## src/rtl/mmio_hub.sv

```systemverilog
// Memory-mapped load/store hub: steers memory-stage requests to data memory or
// to IO_CH registered output / debounced input channels, with a valid/ready handshake.

module mmio_in_chan #(
   parameter int CH_W    = 16,
   parameter int DEB_CYC = 4
) (
   input  logic            clock,
   input  logic            rst,
   input  logic [CH_W-1:0] raw,
   output logic [CH_W-1:0] stable
);
   localparam int CNT_W = $clog2(DEB_CYC) + 1;

   logic [CH_W-1:0]  sync1, sync2, stab;
   logic [CNT_W-1:0] cnt;

   // A new synced value must persist DEB_CYC consecutive samples before it is accepted.
   always_ff @(posedge clock or negedge rst) begin
      if (!rst) begin
         sync1 <= '0;
         sync2 <= '0;
         stab  <= '0;
         cnt   <= '0;
      end else begin
         sync1 <= raw;
         sync2 <= sync1;
         if (sync2 == stab) begin
            cnt <= '0;
         end else if (cnt == CNT_W'(DEB_CYC - 1)) begin
            stab <= sync2;
            cnt  <= '0;
         end else begin
            cnt <= cnt + 1'b1;
         end
      end
   end

   assign stable = stab;
endmodule

module mmio_hub #(
   parameter int                DATA_W  = 32,
   parameter int                IO_CH   = 2,
   parameter int                CH_W    = 16,
   parameter int                MEM_LAT = 1,
   parameter int                DEB_CYC = 4,
   parameter logic [DATA_W-1:0] IO_BASE = DATA_W'(32'hFFFF_FC00)
) (
   input  logic                  clock,
   input  logic                  rst,
   input  logic                  req_valid,
   output logic                  req_ready,
   input  logic                  req_write,
   input  logic [DATA_W-1:0]     req_addr,
   input  logic [DATA_W-1:0]     req_wdata,
   output logic                  rsp_valid,
   output logic [DATA_W-1:0]     rsp_rdata,
   output logic                  mem_en,
   output logic                  mem_we,
   output logic [DATA_W-1:0]     mem_addr,
   output logic [DATA_W-1:0]     mem_wdata,
   input  logic [DATA_W-1:0]     mem_rdata,
   input  logic [IO_CH*CH_W-1:0] io_in,
   output logic [IO_CH*CH_W-1:0] io_out
);
   localparam int LAT_W = $clog2(MEM_LAT) + 1;

   typedef enum logic [1:0] {IDLE, MEM_WAIT, RESP} state_t;

   state_t                      state_q, state_d;
   logic [LAT_W-1:0]            lat_q, lat_d;
   logic [DATA_W-1:0]           rdata_q, rdata_d, io_rdata;
   logic [IO_CH-1:0][CH_W-1:0]  out_q, in_stab;
   logic                        is_io, io_is_out, accept, mem_acc;
   logic [6:0]                  io_k;

   genvar g;
   generate
      for (g = 0; g < IO_CH; g++) begin : g_in
         mmio_in_chan #(.CH_W(CH_W), .DEB_CYC(DEB_CYC)) u_in (
            .clock  (clock),
            .rst    (rst),
            .raw    (io_in[g*CH_W +: CH_W]),
            .stable (in_stab[g])
         );
      end
   endgenerate

   assign is_io     = (req_addr[DATA_W-1:10] == IO_BASE[DATA_W-1:10]);
   assign io_k      = req_addr[9:3];
   assign io_is_out = req_addr[2];
   assign accept    = req_valid && (state_q == IDLE);
   assign mem_acc   = accept && !is_io;

   assign mem_en    = mem_acc;
   assign mem_we    = mem_acc && req_write;
   assign mem_addr  = mem_acc ? req_addr  : '0;
   assign mem_wdata = mem_acc ? req_wdata : '0;
   assign io_out    = out_q;

   // Channel numbers at or beyond IO_CH match no entry and read as zero.
   always_comb begin
      io_rdata = '0;
      for (int k = 0; k < IO_CH; k++) begin
         if (io_k == 7'(k))
            io_rdata = DATA_W'(io_is_out ? out_q[k] : in_stab[k]);
      end
   end

   always_ff @(posedge clock or negedge rst) begin
      if (!rst) begin
         out_q <= '0;
      end else if (accept && is_io && req_write && io_is_out) begin
         for (int k = 0; k < IO_CH; k++) begin
            if (io_k == 7'(k))
               out_q[k] <= req_wdata[CH_W-1:0];
         end
      end
   end

   always_ff @(posedge clock or negedge rst) begin
      if (!rst) begin
         state_q <= IDLE;
         lat_q   <= '0;
         rdata_q <= '0;
      end else begin
         state_q <= state_d;
         lat_q   <= lat_d;
         rdata_q <= rdata_d;
      end
   end

   always_comb begin
      state_d   = state_q;
      lat_d     = lat_q;
      rdata_d   = rdata_q;
      req_ready = 1'b0;
      rsp_valid = 1'b0;
      case (state_q)
         IDLE: begin
            req_ready = 1'b1;
            if (req_valid) begin
               if (!is_io && !req_write) begin
                  lat_d   = LAT_W'(MEM_LAT - 1);
                  state_d = MEM_WAIT;
               end else begin
                  rdata_d = (is_io && !req_write) ? io_rdata : '0;
                  state_d = RESP;
               end
            end
         end
         MEM_WAIT: begin
            if (lat_q == '0) begin
               rdata_d = mem_rdata;
               state_d = RESP;
            end else begin
               lat_d = lat_q - 1'b1;
            end
         end
         RESP: begin
            rsp_valid = 1'b1;
            state_d   = IDLE;
         end
         default: state_d = IDLE;
      endcase
   end

   assign rsp_rdata = rsp_valid ? rdata_q : '0;
endmodule

```

## config.mk

```make
export PLATFORM = sky130hd
export DESIGN_NAME = mmio_hub
export DESIGN_NICKNAME = d
export VERILOG_FILES = /design/src/rtl/mmio_hub.sv
export SDC_FILE = /design/constraint.sdc
export NUM_CORES = 1
export LEC_CHECK = 0
export ABC_AREA = 1
export ABC_CLOCK_PERIOD_IN_PS = 1300
export CAP_MARGIN = 20
export CORE_MARGIN = 2
export CORE_UTILIZATION = 42
export DETAILED_ROUTE_END_ITERATION = 6
export GPL_ROUTABILITY_DRIVEN = 0
export PLACE_DENSITY = 0.81
export SYNTH_ARGS = -nofsm -noshare
export SYNTH_HDL_FRONTEND = slang
export SYNTH_SLANG_ARGS = --single-unit
```

## constraint.sdc

```tcl
create_clock -name clock -period 1.3 [get_ports clock]
set_input_delay 0.195 -clock clock [delete_from_list [all_inputs] [get_ports clock]]
set_output_delay 0.195 -clock clock [all_outputs]
set_load 0.05 [all_outputs]
```

==> run summary, run 1 <==
Share of flip-flops with an asynchronous set or reset - 100.0%
CTS tree - done
First-pass GRT wire length - 45400 µm
Vias per cell - 5.097
Post-synth top cells - 362 x nand2_1, 168 x dfrtp_1, 147 x inv_1
Synth Register Bits - 168
Final min period - 1.967 ns
Die Footprint - 20500 µm²
Layout cell share with drive strength beyond 1 - 41.10%
Die X - 143.2 µm
Final period utilization - 151.3%
Largest net degree at the start of global routing - 46
DR pass1 iterations - 5
Syn Nets - 1177
DRC errors left - 0
Clock transition at path regs - 0.07 ns
Worst-margin pin slew - 0.3876 ns
Synth Flop Type - dfrtp_1
Design area - 15330 µm²
Yosys warns - 0
Critical R2R Capture - rdata_q[2]
Setup_tns - -93.87 ns
Synth area leaders - dfrtp_1 52%, nand2_1 17%, inv_1 6.8%, nor2_1 6.0%, nand3_1 4.6%
Worst EP required - 1.11 ns
Cell variety after synth - 27
Io pins - 264
Placed Area - 13260 µm²
Antenna Cells - 0
Worst setup margin - -0.6671 ns
Vias in the first global route - 8867
Initial antenna violation count - 1
I/O Buffers - 263
Routed Antenna Nets - 0
CTS buffer count - 17
Rel. slew slack - 74.16%
PD cells - 967.7 nW/µm²
Die extent in y - 143.2 µm
CP arrival - 1.77 ns
Sequential area share after synthesis - 51.67%
Synth Cell Area - 8137 µm²
Layout area overhead - 88.36%
Worst r2r src - state_q[1]
Critical Path Start - state_q[1]
Clk_lat worst skew - 0.44 ns
Worst reg-to-reg setup slack - -0.50 ns
Synth Instances - 1043
Initial core utilization - 43.21%
Clk buf depth - 2
Root Driver - clkbuf_16
Final Hold Vio Count - 0
Outcome - complete, but fails checks
Htree depth - 4
DR WL/cell - 19.15 µm
Syn Area/Cell - 7.801 µm²
Synth area leader - dfrtp_1
Endpoint class of the critical path - output pin
Critical path class - reg -> out
Vias - 8716
Number of cell rows - 50
Slew Limit Fails - 0
Lkg Pwr - 7.294 nW
CORE AREA - 18830 µm²
Yosys top cell area share - 51.67%
RSZ-0062 raised after global routing - true
Total GRT Usage - 29.19%
Post-synth EDFFs - 0
Failing checks - negative setup slack
Clock Sinks - 168
Final setup vio count - 204
Fin nets - 1571
Crit path max fanout - 6
Grt total ovfl - 0
Peak VDD IR - 0.001127 V
Clock skew - 0.01118 ns
Crit path capture - mem_addr[27]
Final wirelength - 32750 µm
Post-DP HPWL - 19590 µm
Min-delay worst type - in -> reg
DRT iter0 DRCs - 661
CP startpoint kind - register
Count leader, synth - nand2_1
Fmax - 0.5084 GHz
Filler cell count - 1020
FF-to-FF path depth - 11
Max_cap viols - 0
## cell families after synthesis
| group | Yosys count | synth area share (%) |
|---|---|---|
| compound gates | 72 | 6.028 |
| xor+xnor | 11 | 1.184 |
| fa+ha+maj | 2 | 0.3075 |
| buf+inv | 197 | 10.79 |
| flops | 168 | 51.67 |
| simple gates | 593 | 30.02 |
## cell type report
cell class,instances,area [µm²],share of cell area (%)
clock buffers,17,425.4,2.776
inverters,152,586.8,3.829
clock inverters,15,160.2,1.045
well taps,260,325.3,2.123
repair buffers,419,5374,35.06
flip-flops and latches,168,4207,27.45
multi-input cells,679,4248,27.72
## flip-flops by register name, indices dropped and copies added (netlist names)
register and flops:
io_out 32, g_in.u_in.cnt 6, g_in.u_in.sync1 32, state_q 2
g_in.u_in.sync2 32, rdata_q 32, g_in.u_in.stable 32
## routing by layer
layer / share of wire [%] / track usage (%) / vias to the layer above
met4: 4.3 / 12.40 / 2
met1: 35 / 32.54 / 4183
li1: - / - / 3927
met2: 53 / 52.91 / 484
met3: 8.3 / 7.143 / 120
met5: 0.040 / 0 / -
## layout by cell type (no fill, tap or decap), types with 6 or more instances in the layout
cell             count
inv_1              142
nand2_4             14
buf_12              97
buf_16               8
dlygate4sd2_1       16
nor2_4             105
buf_4               94
inv_2                6
nand3_1             52
buf_6               52
nor2_1              20
clkdlybuf4s50_1    107
clkbuf_16           20
buf_8               34
o21ai_1             13
o21ai_0             23
nand3_2             28
nand2_2             55
xor2_1              11
o21ai_2             33
nor2_2              15
dfrtp_1            166
nand2_1            296
## how the worst min path moves through the flow
stage                          from                     end  depth (start not counted)
after floorplan                 rst     g_in[0].u_in.cnt[0]                          0
after global placement          rst               io_out[2]                          1
after detailed placement        rst               io_out[2]                          1
after CTS                  io_in[2]   g_in[0].u_in.sync1[2]                          1
after global routing      io_in[13]  g_in[0].u_in.sync1[13]                          1
final                      io_in[2]   g_in[0].u_in.sync1[2]                          1
## report_power, final
| part | internal [mW] | total, mW | switching [mW] | leakage, nW |
|---|---|---|---|---|
| sequential | 5.51 | 5.73 | 0.217 | 2.10 |
| clock | 2.57 | 5.05 | 2.48 | 0.285 |
| combinational | 1.80 | 4.06 | 2.26 | 4.91 |
## worst max-delay path: stages, from the launching register on
cell     delay, ns
dfrtp_1       0.43
nor2_4        0.20
nand3_4       0.12
buf_12        0.17
buf_16        0.15
nor2_4        0.10
buf_6         0.16
## metrics by stage
step	setup WS [ns]	instances	hold slack (ns)	total power [mW]	util [%]
after floorplan	-0.3929	1043	-0.1006	7.530	-
after global placement	-0.6920	1634	0.1236	8.995	70.42
after detailed placement	-0.7563	1634	0.1287	9.091	70.42
after CTS	-0.6464	1702	0.1767	14.49	78.65
after global routing	-0.7182	1710	0.1764	15.33	81.39
final	-0.6671	1710	0.1854	14.83	81.39
## what timing repair did
action,in CTS,in global routing
setup buffers,30,7
gates cloned,10,4
setup endpoints to repair,205,204
gates resized for setup,173,137
hold buffers,1,0
endpoints found under the hold margin,69,0
pin swaps,30,35
Note: power is estimated with default switching activity, not from simulation.
==> run 2: changes to the inputs <==
--- a/config.mk
+++ b/config.mk
@@ -6,10 +6,11 @@
 export NUM_CORES = 1
 export LEC_CHECK = 0
 export ABC_AREA = 1
-export ABC_CLOCK_PERIOD_IN_PS = 1300
 export CAP_MARGIN = 20
+export CELL_PAD_IN_SITES_DETAIL_PLACEMENT = 0
+export CELL_PAD_IN_SITES_GLOBAL_PLACEMENT = 1
 export CORE_MARGIN = 2
-export CORE_UTILIZATION = 42
+export CORE_UTILIZATION = 30
 export DETAILED_ROUTE_END_ITERATION = 6
 export GPL_ROUTABILITY_DRIVEN = 0
 export PLACE_DENSITY = 0.81
==> run 2 against run 1 <==
- the flow still finishes with violations (negative setup slack)
- fmax rose by 2.7%
- die area increased by 39%
- final cell count increased by 5.1%
- power fell by 1.5%
- sequential share of layout area about the same
- first-iteration DRC count decreased by 50%
- critical endpoint is now mem_wdata[10]
==> run summary, run 2 (synthesis gave the netlist of run 1 again) <==
Outcome - complete, but fails checks (unchanged)
Failing checks - negative setup slack (unchanged)
Initial antenna violation count - 1 (unchanged)
Vias - 7880 (was 8716)
DRC errors left - 0 (unchanged)
Critical Path Max Stage Delay - 0.41 ns (was 0.43 ns)
Worst hold path cell count - 1 (unchanged)
Pre-CTS WS - -0.7142 ns (was -0.7563 ns)
Layout area overhead - 88.47% (was 88.36%)
CTS tree - done (unchanged)
Most frequent cells in the layout - 323 x nand2_1, 166 x dfrtp_1, 144 x inv_1 (was 296 x nand2_1, 166 x dfrtp_1, 142 x inv_1)
Setup_tns - -79.69 ns (was -93.87 ns)
Worst-path cell chain - nor2_4 -> nand3_4 -> buf_12 -> nor2_4 -> buf_12 (was nor2_4 -> nand3_4 -> buf_12 -> buf_16 -> nor2_4 -> buf_6)
RSZ-0062 raised after global routing - true (unchanged)
CTS buffer count - 17 (unchanged)
WP buf/inv - 2 (was 3)
Final min period - 1.915 ns (was 1.967 ns)
Routed Antenna Nets - 0 (unchanged)
Worst r2r src - state_q[0] (was state_q[1])
Pint - 10.18 mW (was 9.878 mW)
Sw frac - 30.28% (was 33.39%)
First-pass GRT wire length - 42800 µm (was 45400 µm)
Critical path class - reg -> out (unchanged)
CP startpoint kind - register (unchanged)
Final setup vio count - 208 (was 204)
Slowest cell on crit path - dfrtp_1 (unchanged)
Worst EP required - 1.11 ns (about the same)
DRT iter0 DRCs - 330 (was 661)
Placed Area - 13910 µm² (was 13260 µm²)
Clock skew - 0.01381 ns (was 0.01118 ns)
Rel. slew slack - 73.73% (was 74.16%)
Endpoint class of the critical path - output pin (unchanged)
Clk buf depth - 2 (unchanged)
Io pins - 264 (unchanged)
CORE AREA - 26800 µm² (was 18830 µm²)
Worst setup margin - -0.6150 ns (was -0.6671 ns)
Peak VDD IR - 0.0007722 V (was 0.001127 V)
Final Hold Vio Count - 0 (unchanged)
PD cells - 952.1 nW/µm² (was 967.7 nW/µm²)
Worst-margin pin slew - 0.3940 ns (was 0.3876 ns)
FF-to-FF path depth - 7 (was 11)
Power share of the sequential group - 38.8% (was 38.6%)
Post-DP HPWL - 20260 µm (was 19590 µm)
Vias per cell - 4.385 (was 5.097)
Grt total ovfl - 0 (unchanged)
Final wirelength - 26390 µm (was 32750 µm)
Initial core utilization - 30.36% (was 43.21%)
CP arrival - 1.72 ns (was 1.77 ns)
Lkg Pwr - 7.265 nW (was 7.294 nW)
Vias in the first global route - 8034 (was 8867)
Max_cap viols - 0 (unchanged)
Final period utilization - 147.3% (was 151.3%)
Design area - 15330 µm² (about the same)
CP delay by family, top - simple AND/OR/NAND/NOR gates (was buffers and inverters)
Critical R2R Capture - rdata_q[18] (was rdata_q[2])
Die Footprint - 28450 µm² (was 20500 µm²)
Gate power share - 25.6% (was 27.4%)
Fmax - 0.5222 GHz (was 0.5084 GHz)
Root Driver - clkbuf_16 (unchanged)
Largest net degree at the start of global routing - 34 (was 46)
Cells after DPL - 1741 (was 1634)
Min-delay worst type - in -> reg (unchanged)
Die X - 168.7 µm (was 143.2 µm)
Worst reg-to-reg setup slack - -0.31 ns (was -0.50 ns)
I/O Buffers - 263 (unchanged)
DR WL/cell - 14.69 µm (was 19.15 µm)
Critical Path Start - state_q[1] (unchanged)
Clock Sinks - 168 (unchanged)
Hold Path Sink - g_in[0].u_in.sync1[4] (was g_in[0].u_in.sync1[2])
Hold_sp - io_in[4] (was io_in[2])
Final Non-Filler Cells - 1797 (was 1710)
Layout cell share with drive strength beyond 1 - 38.63% (was 41.10%)
Crit path max fanout - 17 (was 6)
Die extent in y - 168.7 µm (was 143.2 µm)
Slew Limit Fails - 0 (unchanged)
Clock transition at path regs - 0.07 ns (about the same)
Switching power total - 4.422 mW (was 4.952 mW)
DR pass1 iterations - 4 (was 5)
Htree depth - 4 (unchanged)
Number of cell rows - 60 (was 50)
Clk_lat worst skew - 0.43 ns (was 0.44 ns)
Most common cell after layout, fill and taps aside - nand2_1 (unchanged)
Fin nets - 1576 (was 1571)
Clk network pwr share - 35.6% (was 34.0%)
Total GRT Usage - 19.21% (was 29.19%)
-- run 2: final cells by class --
cell class                      instances  area, µm²
Multi-Input combinational cell        678       4145
Clock inverter                         13      157.7
Timing Repair Buffer                  425       5371
Sequential cell                       168       4207
Antenna cell                            1      2.502
Inverter                              152      581.8
Fill cell                            2271      11470
Tap cell                              341      426.7
Clock buffer                           19      442.9
-- run 2: power by group through the flow --
stage	Combinational [mW]	Sequential, mW	Clock [mW]
after floorplan	1.81	5.72	0
after global placement	3.48	5.75	0
after detailed placement	3.51	5.76	0
after CTS	3.71	5.66	5.33
after global routing	3.98	5.70	5.52
final	3.74	5.66	5.20
-- run 2: metrics by stage --
stage                     total power [mW]  hold slack [ns]  utilization (%)
after global placement               9.230           0.1343            51.89
after global routing                 15.20           0.1887            57.22
after CTS                            14.71           0.1813            56.62
final                                14.60           0.1984            57.22
after detailed placement             9.272           0.1382            51.89
after floorplan                      7.530          -0.1006                -
-- run 2: how the worst max path moves through the flow --
| stage | endpoint | slack, ns | cells past startpoint |
|---|---|---|---|
| 2_1_floorplan | mem_addr[23] | -0.39 | 5 |
| 3_3_place_gp | mem_en | -0.70 | 10 |
| 3_5_place_dp | mem_en | -0.71 | 10 |
| 4_1_cts | mem_wdata[31] | -0.67 | 5 |
| 5_1_grt | mem_wdata[12] | -0.71 | 5 |
| 6_report | mem_wdata[10] | -0.62 | 5 |
-- run 2: per-layer routing --
metal | track usage [%] | wire [µm] | up-vias
met1 | 24.27 | 11190 | 3659
li1 | - | - | 3951
met4 | 5.960 | 497 | 0
met2 | 33.68 | 13400 | 243
met5 | 0 | 0 | -
met3 | 3.156 | 1304 | 27
-- run 2: worst reg2reg max path: cells and delay by family (launching register included) --
family                 cells  cell delay, ns
DFF                        1            0.43
buffers and inverters      4            0.60
AOI/OAI and AO/OA          3            0.50
-- run 2: what timing repair did --
item | 4_1_cts | 5_1_grt
endpoints found under the setup margin | 216 | 215
hold buffers | 1 | 0
hold endpoints to repair | 27 | 0
pin swaps | 19 | 13
buffers inserted | 17 | 3
cloned | 5 | 1
resized for setup | 141 | 40
